File: src/rtl/alu_seq.sv
// rtl/alu_seq.sv - multi-cycle parametrised ALU with start/busy/done handshake
// Shifts run one bit per cycle and MUL is shift-add; y/zero/carry update only on done.
module alu_seq #(
  parameter int WIDTH = 8,
  parameter int SHW   = $clog2(WIDTH)
) (
  input  logic             clk,
  input  logic             rst,
  input  logic             start,
  input  logic [3:0]       opcode,
  input  logic [WIDTH-1:0] a,
  input  logic [WIDTH-1:0] b,
  output logic             busy,
  output logic             done,
  output logic [WIDTH-1:0] y,
  output logic             zero,
  output logic             carry
);

  typedef enum logic {IDLE, EXEC} state_t;

  localparam logic [3:0] OP_ADD = 4'h0, OP_SUB = 4'h1, OP_AND = 4'h2, OP_OR  = 4'h3,
                         OP_XOR = 4'h4, OP_SHL = 4'h5, OP_SHR = 4'h6, OP_MUL = 4'h7,
                         OP_ROL = 4'h8, OP_ROR = 4'h9, OP_DEC = 4'hA, OP_INV = 4'hB;

  state_t               state_q;
  logic [3:0]           op_q;
  logic [WIDTH-1:0]     wa_q, wa_d, wb_q, wb_d;
  logic [2*WIDTH-1:0]   prod_q, prod_d, mc_q, mc_d;
  logic                 sc_q, sc_d, shen_q;
  logic [SHW-1:0]       cnt_q, cnt_init;
  logic                 busy_q, done_q, zero_q, carry_q;
  logic [WIDTH-1:0]     y_q;
  logic [SHW-1:0]       amt;
  logic [WIDTH:0]       sum, diff;
  logic [WIDTH-1:0]     res_y;
  logic                 res_c;

  assign busy  = busy_q;
  assign done  = done_q;
  assign y     = y_q;
  assign zero  = zero_q;
  assign carry = carry_q;

  assign amt = b[SHW-1:0];

  // Counter holds remaining steps minus one; a zero-distance shift still takes one cycle.
  always_comb begin
    cnt_init = '0;
    if ((opcode == OP_SHL || opcode == OP_SHR) && amt != '0)
      cnt_init = amt - SHW'(1);
    else if (opcode == OP_MUL)
      cnt_init = SHW'(WIDTH - 1);
  end

  always_comb begin
    wa_d   = wa_q;
    wb_d   = wb_q;
    sc_d   = sc_q;
    prod_d = prod_q;
    mc_d   = mc_q;
    case (op_q)
      OP_SHL: if (shen_q) begin
        wa_d = wa_q << 1;
        sc_d = wa_q[WIDTH-1];
      end
      OP_SHR: if (shen_q) begin
        wa_d = wa_q >> 1;
        sc_d = wa_q[0];
      end
      OP_MUL: begin
        if (wb_q[0]) prod_d = prod_q + mc_q;
        mc_d = mc_q << 1;
        wb_d = wb_q >> 1;
      end
      default: ;
    endcase
  end

  assign sum  = {1'b0, wa_q} + {1'b0, wb_q};
  assign diff = {1'b0, wa_q} - {1'b0, wb_q};

  always_comb begin
    res_y = '0;
    res_c = 1'b0;
    case (op_q)
      OP_ADD: begin res_y = sum[WIDTH-1:0];  res_c = sum[WIDTH];  end
      OP_SUB: begin res_y = diff[WIDTH-1:0]; res_c = diff[WIDTH]; end
      OP_AND: res_y = wa_q & wb_q;
      OP_OR:  res_y = wa_q | wb_q;
      OP_XOR: res_y = wa_q ^ wb_q;
      OP_SHL, OP_SHR: begin res_y = wa_d; res_c = sc_d; end
      OP_MUL: begin res_y = prod_d[WIDTH-1:0]; res_c = |prod_d[2*WIDTH-1:WIDTH]; end
      OP_ROL: begin res_y = {wa_q[WIDTH-2:0], wa_q[WIDTH-1]}; res_c = wa_q[WIDTH-1]; end
      OP_ROR: begin res_y = {wa_q[0], wa_q[WIDTH-1:1]};       res_c = wa_q[0];       end
      OP_DEC: begin res_y = wa_q - WIDTH'(1); res_c = (wa_q == '0); end
      OP_INV: res_y = ~wa_q;
      default: ;
    endcase
  end

  always_ff @(posedge clk or posedge rst) begin
    if (rst) begin
      state_q <= IDLE;
      op_q    <= '0;
      wa_q    <= '0;
      wb_q    <= '0;
      prod_q  <= '0;
      mc_q    <= '0;
      sc_q    <= 1'b0;
      shen_q  <= 1'b0;
      cnt_q   <= '0;
      busy_q  <= 1'b0;
      done_q  <= 1'b0;
      y_q     <= '0;
      zero_q  <= 1'b0;
      carry_q <= 1'b0;
    end else begin
      done_q <= 1'b0;
      case (state_q)
        IDLE: if (start) begin
          op_q    <= opcode;
          wa_q    <= a;
          wb_q    <= b;
          mc_q    <= {{WIDTH{1'b0}}, a};
          prod_q  <= '0;
          sc_q    <= 1'b0;
          shen_q  <= (amt != '0);
          cnt_q   <= cnt_init;
          busy_q  <= 1'b1;
          state_q <= EXEC;
        end
        EXEC: begin
          wa_q   <= wa_d;
          wb_q   <= wb_d;
          sc_q   <= sc_d;
          prod_q <= prod_d;
          mc_q   <= mc_d;
          if (cnt_q == '0) begin
            y_q     <= res_y;
            zero_q  <= (res_y == '0);
            carry_q <= res_c;
            done_q  <= 1'b1;
            busy_q  <= 1'b0;
            state_q <= IDLE;
          end else begin
            cnt_q <= cnt_q - SHW'(1);
          end
        end
        default: state_q <= IDLE;
      endcase
    end
  end

endmodule

File: config.mk
export PLATFORM = sky130hd
export DESIGN_NAME = alu_seq
export DESIGN_NICKNAME = d
export VERILOG_FILES = /design/src/rtl/alu_seq.sv
export SDC_FILE = /design/constraint.sdc
export NUM_CORES = 1
export LEC_CHECK = 0
export ABC_AREA = 1
export ABC_CLOCK_PERIOD_IN_PS = 6250
export CAP_MARGIN = 0
export CORE_MARGIN = 5
export CORE_UTILIZATION = 30
export CTS_BUF_LIST = sky130_fd_sc_hd__clkbuf_2
export DETAILED_ROUTE_END_ITERATION = 6
export PLACE_DENSITY = 0.45
export REMOVE_ABC_BUFFERS = 1
export SLEW_MARGIN = 20
export SYNTH_ARGS = -nofsm -noshare
export SYNTH_HDL_FRONTEND = slang
export SYNTH_SLANG_ARGS = --single-unit
File: constraint.sdc
create_clock -name clk -period 6.25 [get_ports clk]
set_input_delay 0.9375 -clock clk [delete_from_list [all_inputs] [get_ports clk]]
set_output_delay 0.9375 -clock clk [all_outputs]
set_load 0.1 [all_outputs]
==> out/results.ini <==
[drt]
drt-initial-drc-count=388
drc=0
wl_um=19700
dr.pass1.iters=5
post_drt_wl_per_cell_um=16.6
vias_per_cell=4.94
vias=5840
final_antenna_net_count=0
top_layer=met4
dr_wl_met2_um=9400
wl_met3_um=699
m1WireLength_um=9090

[worst_setup_path]
critPathTopFamily=buffers and inverters
worstSetupStartpointType=register
worstPathRequired_ns=5.31
path_buf_inv=1
cp.arrival_ns=2.13
crit_path_end_kind=output pin
critPathMaxFanout=2
crit_slowest_cell=clkdlybuf4s50_1
path_cells=clkdlybuf4s50_1
cp_slowest_stage_delay_ns=1.14
worstSetupPathType=register to output pin

[synthesis]
synth_top_family_by_area=simple AND/OR/NAND/NOR gates
ys_async_sr_fraction=1.00
synthSimpleGateAreaFrac=0.310
syn_area_per_cell_sq_um=6.70
yosysSeqAreaShare=0.297
synthAdderAreaFrac=0.103
synth-edff-count=0
ys.warnings.count=0
synth-xor-area-share=0.0178
ys_ff_latch=70
synth_area_sq_mm=0.00590
synth_compound_gate_area_share=0.165
dominantRegCellSynth=dfrtp_1
yosys-mux-area-fraction=0.00170
ys_types=44
synth_cells=881

[global_route]
overflow=0
grt_antenna_before_repair=1
grt_pass1_vias=5688
grt_max_degree=71
grt_first_pass_wirelength_um=31300
grt_usage=0.179

[power_and_ir_drop]
peakVddDrop_v=0.000142
power_density_mw_per_mm2=516
p_leak_uw=0.00325

[layout]
drive_above_1_share=0.0415
layout.nets=980
layout_commonest_cell=nand2_1
fillCellCount=2243
syn2layout_area_growth_pct=11.9
finalInstanceArea_sq_mm=0.00660
final_cell_mix=nand2_1 (221), inv_1 (135), nor2_1 (91)

[clock_tree]
root_buffer=clkbuf_2
postCtsSetupBuffers=0
cts_made_buffers=9
cts_resized=0
h-tree-depth=3
clk_pin_slew_worst_paths_ns=0.21
cts_max_path_buffers=2
cts.sinks=70
cts_hold_buf=0
insertion_delay_ns=0.60
cts_tree=done

[flow_run]
maxCapViolCount=0

[sta]
finalClockSkew_ns=0.0409
drv_slew=0
tightest_slew_ns=0.986
hold_viol=0
finalSetupViolCount=0
maxSlewHeadroom=0.341
timing.final.crit_period_ns=3.06
finalSetupTns_ns=0
grt_setup_unrepaired=no
fmax_mhz=327
finalCritPeriodShare=0.490

[floorplan]
pin_count=35
initial_utilization=0.304
coreArea_sq_mm=0.0194
dieArea_sq_mm=0.0226
rows=51
dieHeight_um=150
die_x_um=150

[placed_design]
hpwl_um=15100
portBuffers=34
place_area_sq_mm=0.00651
gp_congestion=0.921

[run_status]
status=completed

[worst_hold_path]
hold_path_class=register to register

==> cell usage after synthesis (2+ instances only) <==
| master | number | share of area |
|---|---|---|
| o221ai_1 | 8 | 0.012 |
| o21ai_0 | 61 | 0.052 |
| a21oi_1 | 29 | 0.025 |
| dfrtp_1 | 70 | 0.30 |
| nand2_4 | 2 | 0.0038 |
| o22ai_1 | 34 | 0.036 |
| fa_1 | 3 | 0.010 |
| nand2_2 | 3 | 0.0032 |
| or2_2 | 4 | 0.0042 |
| and2_1 | 2 | 0.0021 |
| nor2_1 | 91 | 0.058 |
| nand3b_1 | 3 | 0.0038 |
| buf_2 | 7 | 0.0059 |
| nor2_4 | 3 | 0.0057 |
| nand2_1 | 221 | 0.14 |
| a31oi_1 | 2 | 0.0021 |
| o32ai_1 | 2 | 0.0030 |
| clkbuf_1 | 10 | 0.0064 |
| nor3_1 | 15 | 0.013 |
| xor2_1 | 5 | 0.0074 |
| o211ai_1 | 17 | 0.022 |
| inv_1 | 136 | 0.087 |
| inv_2 | 3 | 0.0019 |
| nand3_1 | 66 | 0.056 |
| ha_1 | 44 | 0.093 |
| nand4_1 | 13 | 0.014 |
| o21ai_1 | 4 | 0.0034 |
| xnor2_1 | 7 | 0.010 |
==> layer usage <==
metal	track usage	up-vias
met5	0	-
met4	0.0563	0
met3	0.0226	24
met2	0.306	119
met1	0.236	2739
li1	-	2958
==> path summary, 6_finish.rpt <==
kind	from	to	slack [ns]	cells after the start
worst min register to register	busy	busy	0.51	2
worst min-delay path	busy	busy	0.51	2
min in group asynchronous	rst	wb_q[4]	0.91	3
worst max register to register	wa_q[3]	carry	3.38	14
worst max-delay path	carry	carry	3.19	1
max in group asynchronous	rst	mc_q[3]	4.68	3
==> flip-flops by register name, summed over array words and instances (netlist names) <==
signal   count
busy         1
carry        1
cnt_q        3
done         1
mc_q        16
op_q         4
prod_q      16
sc_q         1
shen_q       1
state_q      1
wa_q         8
wb_q         8
y            8
zero         1
==> area by class of cell <==
type,count,area (sq um),area share
Clock buffer,10,50.0,0.00758
Tap cell,265,332,0.0502
Timing Repair Buffer,38,370,0.0561
Multi-Input combinational cell,650,3520,0.534
Clock inverter,6,37.5,0.00569
Sequential cell,70,1750,0.265
Antenna cell,1,2.50,0.000379
Inverter,141,531,0.0804
==> cells by family (layout without fill, tap and decap cells) <==
family,after synthesis,in the layout
muxes,1,1
buffers and inverters,161,195
other,0,1
adders and majority gates,47,47
and+or+nand+nor,426,426
DFF,70,70
xor gates and xnor gates,12,12
AOI/OAI and AO/OA,164,164
==> stage by stage <==
step | util | setup WS [ns] | total power, uW | hold slack (ns) | cells
after floorplan | - | 3.54 | 2470 | 0.475 | 861
after global placement | 0.336 | 3.43 | 3180 | 0.470 | 1164
after detailed placement | 0.336 | 3.38 | 3160 | 0.474 | 1164
after CTS | 0.340 | 3.12 | 3410 | 0.517 | 1180
after global routing | 0.340 | 3.09 | 3740 | 0.543 | 1181
final | 0.340 | 3.19 | 3410 | 0.512 | 1181
==> power by group <==
| group | internal, uW | leakage, uW | switching (uW) |
|---|---|---|---|
| clock network | 52.5 | 0.0000558 | 193 |
| logic | 710 | 0.00229 | 1600 |
| registers | 638 | 0.000910 | 215 |
| total | 1400 | 0.00325 | 2010 |
Note: power is estimated with default switching activity, not from simulation.
==> RTL change, RTL diff (config.mk and constraints unchanged) <==
Remove the case item `OP_DEC` of the case on `op_q`.
--- a/src/rtl/alu_seq.sv
+++ b/src/rtl/alu_seq.sv
@@ -94,5 +94,4 @@
       OP_ROL: begin res_y = {wa_q[WIDTH-2:0], wa_q[WIDTH-1]}; res_c = wa_q[WIDTH-1]; end
       OP_ROR: begin res_y = {wa_q[0], wa_q[WIDTH-1:1]};       res_c = wa_q[0];       end
-      OP_DEC: begin res_y = wa_q - WIDTH'(1); res_c = (wa_q == '0); end
       OP_INV: res_y = ~wa_q;
       default: ;
Behaviour: not the same (a bounded check fails within 4 cycles, from zero or initial values and one cycle with rst high).
==> RTL change against the original RTL <==
Combinational power fell by 9.1%; area after synthesis fell by 1.5%; setup slack got worse by 0.040 ns; sequential cell count did not move; power fell by 6.8%; cell area fell by 1.5%; maximum frequency fell by 1.3%; wire length fell by 6.2%; critical path type is now flop to flop; critical endpoint is now mc_q[6].
==> RTL change: results (changes against the original RTL) <==
wire length of the first global-routing pass 29.7 mm (-5.0%); clock group power 279 uW (+14%); Vias per Instance 4.78 (-3.3%); cell with the largest stage delay on the worst path inv_1; capture endpoint of the worst hold path y[4]; clock network latency to the later pin of the worst-skew pair 0.57 ns (-0.03 ns); post-synthesis adder-cell area fraction 10.3% (-0.053 points); Max transition margin 34.2% (+0.10 points); share of synthesized area occupied by flip-flops and latches 30.2% (+0.47 points); arrival time reported for the critical path endpoint 3.60 ns (+1.47 ns); met3 usage 2.61% (+0.36 points); vias in the first global route 5450 (-4.2%); number of failing hold endpoints at the final stage 0 (unchanged); max incr delay on CP 0.73 ns (-0.41 ns); class of the tightest hold or removal check flop to flop; First DRT Iteration DRCs 321 (-17%); Pwr Density 488 nW/um^2 (-5.5%); list of most frequent post-synthesis cells 229 x nand2_1, 148 x inv_1, 81 x nor2_1; placer's final routability congestion estimate 0.824 (-11%); Placed Cells 1139 (-2.1%); Non-Filler Instances 1156 (-2.1%); status finished clean; fraction of layout instances using a drive strength above 1 3.58% (-0.58 points); overall routing resource usage 17.2% (-0.74 points); met2 global-route usage 28.9% (-1.7 points); Seq group 793 uW (-7.0%); multiplexer share of the synthesized area 0.517% (+0.35 points); worst-case hold slack 0.508 ns (-0.00487 ns); total of cells resized after clock tree synthesis 0 (unchanged); worst clock skew 0.0282 ns (-0.0127 ns); cell type group with the largest total delay on the critical path buffers and inverters; total net switching power 1.82 mW (-9.5%); synthesis warning total 0 (unchanged); most area-consuming cells after synthesis dfrtp_1 30%, nand2_1 15%, inv_1 9.6%; destination of the critical timing path mc_q[6]; Critical Path Source Type flop; Worst Min Path Start y[4]; detailed-routing iteration count for the pre-antenna-repair pass 5 (unchanged); worst reg-to-reg path cell count 7 (-7); minimum setup slack among reg-to-reg paths 3.15 ns (-0.23 ns); critical path fanouts, max 40 (+38); Buffers on Ports 34 (unchanged); complex-gate fraction of the synthesized area 16.4% (-0.11 points); post-placement cell area 6390 sq um (-1.9%); Post-synth EDFFs 0 (unchanged); Max VDD drop 0.000143 V (+0.59%); total routed wirelength 18.4 mm (-6.2%); xor and xnor fraction of the mapped netlist area 1.66% (-0.12 points); Filler Cells Inserted 2146 (-4.3%); fin nets 959 (-2.1%); Static Leakage 3.35 nW (+3.0%); met1 track demand over resource 23.2% (-0.38 points); Regs by FF count mc_q x16, prod_q x16; share of flip-flops with an asynchronous set or reset 100% (unchanged); number of different library cells in the post-synthesis netlist 42 (-4.5%); detailed placement HPWL 14.1 mm (-6.4%); r2r startpoint state_q; clock tree buffer depth 2 (unchanged); mean post-synth cell area 6.72 sq um (+0.39%); worst-case setup margin in the final layout 3.15 ns (-0.0402 ns)
[RTL change: changes by cell type after synthesis, moves of 4 or more]
cell / change
nand3_1: -14
nor2_1: -10
nand4_1: -5
buf_4: +4
inv_1: +12
nand2_1: +8
a21oi_1: -7
[RTL change: cells by family after synthesis]
family / after synthesis
mux: 3
simple gates: 398
buf+inv: 176
flops: 70
xor+xnor: 11
fa+ha+maj: 46
compound gates: 160
[RTL change: layout make-up]
class / count / area (sq um) / area share [%]
diodes: 1 / 2.50 / 0.0385
clock buffers: 9 / 45.0 / 0.693
clock inverters: 7 / 63.8 / 0.981
inverters: 154 / 582 / 8.95
multi-input cells: 618 / 3370 / 51.8
flip-flops and latches: 70 / 1750 / 26.9
well taps: 260 / 325 / 5.00
repair buffers: 37 / 367 / 5.64
[RTL change: routing by layer]
layer | part of all wire [%] | wire, um | vias up
li1 | - | - | 2859
met1 | 47 | 8710 | 2548
met5 | 0 | 0 | -
met3 | 3.3 | 617 | 18
met2 | 48 | 8820 | 102
met4 | 1.6 | 289 | 0
